--- src/rtl/or1200_stall_pkg.sv ---
// rtl/or1200_stall_pkg.sv - shared types and defaults for the stall generator
// Purpose: wait_on encodings, wait FSM state type and default widths used by
//          or1200_stall_gen and or1200_stall_mc_cnt.
// Ports:   none (package).
package or1200_stall_pkg;

  localparam int MC_W_DEF  = 3;
  localparam int WO_W_DEF  = 2;
  localparam int CNT_W_DEF = 16;

  localparam logic [1:0] WO_NONE    = 2'd0;
  localparam logic [1:0] WO_MULTMAC = 2'd1;
  localparam logic [1:0] WO_FPU     = 2'd2;
  localparam logic [1:0] WO_MTSPR   = 2'd3;

  typedef enum logic [1:0] {
    ST_IDLE    = 2'd0,
    ST_W_MAC   = 2'd1,
    ST_W_FPU   = 2'd2,
    ST_W_MTSPR = 2'd3
  } wait_state_t;

endpackage

--- src/rtl/or1200_stall_mc_cnt.sv ---
// rtl/or1200_stall_mc_cnt.sv - multicycle down-counter holding EX after issue
// Purpose: loads the issuing insn's multicycle count, counts down to zero and
//          reports mc_busy while nonzero; flush clears it.
// Ports:   clk, rst (async active-low), issue, flush, load_val[MC_W] in;
//          mc_busy out.
module or1200_stall_mc_cnt
  import or1200_stall_pkg::*;
#(
  parameter int MC_W = MC_W_DEF
) (
  input  logic            clk,
  input  logic            rst,
  input  logic            issue,
  input  logic            flush,
  input  logic [MC_W-1:0] load_val,
  output logic            mc_busy
);

  logic [MC_W-1:0] mc_cnt_q;
  logic [MC_W-1:0] mc_cnt_d;

  // The count keeps running even while WB is frozen: it measures EX latency,
  // not retirement.
  always_comb begin
    mc_cnt_d = mc_cnt_q;
    if (flush) begin
      mc_cnt_d = '0;
    end else if (issue) begin
      mc_cnt_d = load_val;
    end else if (mc_cnt_q != '0) begin
      mc_cnt_d = mc_cnt_q - MC_W'(1);
    end
  end

  always_ff @(posedge clk or negedge rst) begin
    if (!rst) begin
      mc_cnt_q <= '0;
    end else begin
      mc_cnt_q <= mc_cnt_d;
    end
  end

  assign mc_busy = (mc_cnt_q != '0);

endmodule

--- src/rtl/or1200_stall_gen.sv ---
// rtl/or1200_stall_gen.sv - pipeline freeze vector generator
// Purpose: combines LSU/IF/DU stalls, multicycle count, wait-on FSM and the
//          flush extension into monotone if/id/ex/wb freezes, and counts
//          ex_freeze cycles.
// Ports:   clk, rst (async active-low); id_multicycle, id_wait_on, id_void,
//          flushpipe, mac/fpu/mtspr_done, lsu_stall, if_stall,
//          force_dslot_fetch, du_stall, stall_cnt_clr in;
//          if/id/ex/wb_freeze, mc_busy, wait_busy, stall_cnt out.
module or1200_stall_gen
  import or1200_stall_pkg::*;
#(
  parameter int MC_W  = MC_W_DEF,
  parameter int WO_W  = WO_W_DEF,
  parameter int CNT_W = CNT_W_DEF
) (
  input  logic             clk,
  input  logic             rst,
  input  logic [MC_W-1:0]  id_multicycle,
  input  logic [WO_W-1:0]  id_wait_on,
  input  logic             id_void,
  input  logic             flushpipe,
  input  logic             mac_done,
  input  logic             fpu_done,
  input  logic             mtspr_done,
  input  logic             lsu_stall,
  input  logic             if_stall,
  input  logic             force_dslot_fetch,
  input  logic             du_stall,
  input  logic             stall_cnt_clr,
  output logic             if_freeze,
  output logic             id_freeze,
  output logic             ex_freeze,
  output logic             wb_freeze,
  output logic             mc_busy,
  output logic             wait_busy,
  output logic [CNT_W-1:0] stall_cnt
);

  wait_state_t      state_q, state_d;
  logic             flush_ext_q, flush_ext_d;
  logic [CNT_W-1:0] stall_cnt_q, stall_cnt_d;
  logic             issue;

  assign wait_busy = (state_q != ST_IDLE);

  assign wb_freeze = lsu_stall | du_stall | (if_stall & force_dslot_fetch);
  assign ex_freeze = wb_freeze | mc_busy | wait_busy;
  assign id_freeze = ex_freeze | if_stall;
  // A fetch killed by flush still has to come back before IF may move.
  assign if_freeze = id_freeze | flush_ext_q;

  assign issue = !id_freeze & !id_void & !flushpipe;

  or1200_stall_mc_cnt #(
    .MC_W (MC_W)
  ) u_mc_cnt (
    .clk      (clk),
    .rst      (rst),
    .issue    (issue),
    .flush    (flushpipe),
    .load_val (id_multicycle),
    .mc_busy  (mc_busy)
  );

  // Dones are only looked at in the matching wait state, so a done asserted
  // in the issue cycle or belonging to another unit has no effect.
  always_comb begin
    state_d = state_q;
    if (flushpipe) begin
      state_d = ST_IDLE;
    end else begin
      case (state_q)
        ST_IDLE: begin
          if (issue) begin
            if (id_wait_on == WO_W'(WO_MULTMAC))      state_d = ST_W_MAC;
            else if (id_wait_on == WO_W'(WO_FPU))     state_d = ST_W_FPU;
            else if (id_wait_on == WO_W'(WO_MTSPR))   state_d = ST_W_MTSPR;
            else                                      state_d = ST_IDLE;
          end
        end
        ST_W_MAC:   if (mac_done)   state_d = ST_IDLE;
        ST_W_FPU:   if (fpu_done)   state_d = ST_IDLE;
        ST_W_MTSPR: if (mtspr_done) state_d = ST_IDLE;
        default:    state_d = ST_IDLE;
      endcase
    end
  end

  always_comb begin
    flush_ext_d = flush_ext_q;
    if (!if_stall) begin
      flush_ext_d = 1'b0;
    end else if (flushpipe) begin
      flush_ext_d = 1'b1;
    end
  end

  always_comb begin
    stall_cnt_d = stall_cnt_q;
    if (stall_cnt_clr) begin
      stall_cnt_d = '0;
    end else if (ex_freeze && !(&stall_cnt_q)) begin
      stall_cnt_d = stall_cnt_q + CNT_W'(1);
    end
  end

  always_ff @(posedge clk or negedge rst) begin
    if (!rst) begin
      state_q     <= ST_IDLE;
      flush_ext_q <= 1'b0;
      stall_cnt_q <= '0;
    end else begin
      state_q     <= state_d;
      flush_ext_q <= flush_ext_d;
      stall_cnt_q <= stall_cnt_d;
    end
  end

  assign stall_cnt = stall_cnt_q;

endmodule
--- config.mk ---
export PLATFORM = sky130hd
export DESIGN_NAME = or1200_stall_gen
export DESIGN_NICKNAME = d
export VERILOG_FILES = /design/src/rtl/or1200_stall_pkg.sv /design/src/rtl/or1200_stall_mc_cnt.sv /design/src/rtl/or1200_stall_gen.sv
export SDC_FILE = /design/constraint.sdc
export NUM_CORES = 1
export LEC_CHECK = 0
export CAP_MARGIN = 10
export CORE_UTILIZATION = 40
export CTS_CLUSTER_SIZE = 16
export DETAILED_ROUTE_END_ITERATION = 8
export PLACE_DENSITY_LB_ADDON = 0.1
export REMOVE_ABC_BUFFERS = 1
export SLEW_MARGIN = 20
export SYNTH_ARGS = -nofsm -noshare
export SYNTH_HDL_FRONTEND = slang
export SYNTH_SLANG_ARGS = --single-unit
--- constraint.sdc ---
create_clock -name clk -period 2.9 [get_ports clk]
set_input_delay 0.29 -clock clk [delete_from_list [all_inputs] [get_ports clk]]
set_output_delay 0.29 -clock clk [all_outputs]
set_load 0.005 [all_outputs]
==> results.json <==
{
  "vdd_drop_max_uv": 289,
  "clkSinkCount": 22,
  "coreArea_mm2": 0.00308,
  "htreeDepth": 1,
  "wl_per_cell_um": 14.5,
  "fin_tns_setup_ns": 0,
  "layout-drive-gt1-share_pct": 11.8,
  "wl_um": 3220,
  "worst_pin_slew_ns": 0.676,
  "synth_cells": 138,
  "grt_antenna_before_repair": 0,
  "start_util_pct": 42.3,
  "fmaxAchievable_mhz": 381,
  "dieWidth_um": 59.0,
  "setup_viol": 0,
  "dpl_worst_slack_ns": 0.235,
  "reg2reg_slack_ns": 0.73,
  "setup_ws_ns": 0.276,
  "outcome": "completed",
  "track_usage_pct": 20.2,
  "drv_slew": 0,
  "insertion_delay_ns": 0.30,
  "place.gp.congestion": 0.816,
  "drc_errors": 0,
  "vias": 1271,
  "yosysSeqAreaShare_pct": 42.3,
  "nets": 200,
  "mostFrequentLayoutCells": "clkdlybuf4s50_1 (37), dfrtp_1 (22), a21oi_1 (14)",
  "grt_max_degree": 23,
  "leakage_nw": 0.665,
  "antenna_left": 0,
  "dieArea_mm2": 0.00349,
  "skew_ns": 0.00764,
  "final_core_util_pct": 57.7,
  "cts_buffers": 3,
  "final_common_cell": "clkdlybuf4s50_1",
  "final-hold-violation-count": 0,
  "period_minus_slack_ns": 2.62,
  "slew-limit-headroom_pct": 54.8,
  "cts_buffer_depth": 2,
  "rsz0062_at_grt": "false",
  "via_per_inst": 5.73,
  "cp.required_ns": 2.61,
  "syn_area_mm2": 0.00130,
  "powerDensity_mw_per_mm2": 450,
  "stdcell_count": 222,
  "min_period_over_period_pct": 90.5,
  "syn_to_final_growth_pct": 36.4,
  "r2r_cells": 5,
  "grt_first_pass_wirelength_um": 5380,
  "synth-warning-count": 0,
  "synth_seq_cells": 22,
  "hold_class": "in -> async",
  "endpoint_kind": "primary output",
  "synth.distinct_cells": 40,
  "path_class": "reg -> out",
  "post-dp-hpwl_um": 2360,
  "dpl-instance-area_mm2": 0.00172,
  "place_inst": 217,
  "overflow": 0,
  "die_h_um": 59.0,
  "drv_cap": 0,
  "diodes": 0,
  "row_count": 20,
  "cp_max_fo": 6,
  "arrival_ns": 2.33,
  "rr_endpoint": "stall_cnt[8]",
  "drt_iter0_drc": 65,
  "first_pass_iters": 4,
  "stdcell_area_mm2": 0.00178,
  "timing.rr.start": "stall_cnt[0]",
  "cts_tree": "done",
  "clockRootBuffer": "clkbuf_4",
  "syn_avg_cell_area_um2": 9.43,
  "grt_pass1_vias": 1215,
  "clk_pin_slew_worst_paths_ns": 0.12,
  "num_io_pins": 39,
  "portBuffers": 38,
  "worstSetupStartpointType": "flop"
}
-- worst max-delay path by stage --
stage | start | end | slack (ns)
2_1_floorplan | u_mc_cnt.mc_cnt_q[0] | stall_cnt[7] | 0.79
3_3_place_gp | if_stall | if_freeze | 0.32
3_5_place_dp | u_mc_cnt.mc_cnt_q[0] | if_freeze | 0.23
4_1_cts | u_mc_cnt.mc_cnt_q[0] | if_freeze | 0.003
5_1_grt | u_mc_cnt.mc_cnt_q[1] | id_freeze | 0.18
6_report | u_mc_cnt.mc_cnt_q[0] | id_freeze | 0.28
-- synthesized netlist by cell type (all sizes together) --
library cell / instances / area share (%)
dfrtp: 22 / 42
a21oi: 14 / 5.4
nor2: 11 / 3.2
nand3: 9 / 3.5
or4: 8 / 4.6
inv: 7 / 2.0
o21ai: 7 / 2.7
o31ai: 7 / 4.0
buf: 4 / 2.3
nand2: 4 / 1.2
nor4: 4 / 3.1
a31oi: 3 / 1.4
ha: 3 / 2.9
mux2: 3 / 2.6
nand4: 3 / 1.4
or3: 3 / 1.4
a22oi: 2 / 1.2
and3: 2 / 1.3
mux2i: 2 / 1.5
nor2b: 2 / 0.96
nor3: 2 / 0.77
o2111ai: 2 / 1.8
o21ba: 2 / 1.5
or2: 2 / 0.96
a211oi: 1 / 0.58
and4: 1 / 0.67
clkbuf: 1 / 0.29
nand3b: 1 / 0.58
nor3b: 1 / 0.58
o211ai: 1 / 0.58
o21a: 1 / 0.58
o31a: 1 / 0.67
o41ai: 1 / 0.67
or3b: 1 / 0.67
-- sequential cells by signal, indices dropped and copies added, names as in the netlist --
name and count:
u_mc_cnt.mc_cnt_q 3, state_q 2, flush_ext_q 1, stall_cnt 16
-- per-stage QoR --
stage	hold slack [ns]	power, mW
finish	0.322	0.798
floorplan	-0.00559	0.491
detailed placement	0.473	0.613
global route	0.348	0.860
CTS	0.331	0.793
global placement	0.478	0.600
-- cell families after synthesis --
| group | after synthesis | synth area share (%) |
|---|---|---|
| fa+ha+maj | 3 | 2.88 |
| buf+inv | 12 | 4.61 |
| simple gates | 54 | 24.9 |
| flops | 22 | 42.3 |
| compound gates | 42 | 21.2 |
| mux | 5 | 4.13 |
-- report_power, final --
| group | internal, mW | switching, mW |
|---|---|---|
| clock network | 0.0485 | 0.0890 |
| registers | 0.333 | 0.0226 |
| logic | 0.164 | 0.141 |
| total | 0.546 | 0.252 |
-- per-layer routing --
layer / wire, µm / global-route usage (%) / up-vias
li1: - / - / 607
met1: 1500 / 26.4 / 632
met3: 147 / 4.15 / 2
met5: 0 / 0 / -
met4: 19 / 5.10 / 0
met2: 1560 / 34.3 / 30
-- area by class of cell --
class,instances,area [µm²]
multi-input cells,104,708
inverters,7,26.3
flip-flops and latches,22,551
fillers,284,1300
repair buffers,42,413
clock buffers,3,22.5
well taps,44,55.1
-- repair_timing --
action / in CTS / in global routing
setup endpoints to repair: 1 / 1
hold buffers: 0 / 0
setup buffers: 1 / 1
resized for setup: 4 / 1
-- worst max-delay path: stages, from the launching register on --
cell and delay [ns]:
dfrtp_1 0.39, inv_1 0.07, ha_2 0.19, ha_4 0.17
or3b_4 0.41, or3_1 0.33, clkdlybuf4s50_1 0.46
No activity file was read; power rests on OpenSTA's default activity.
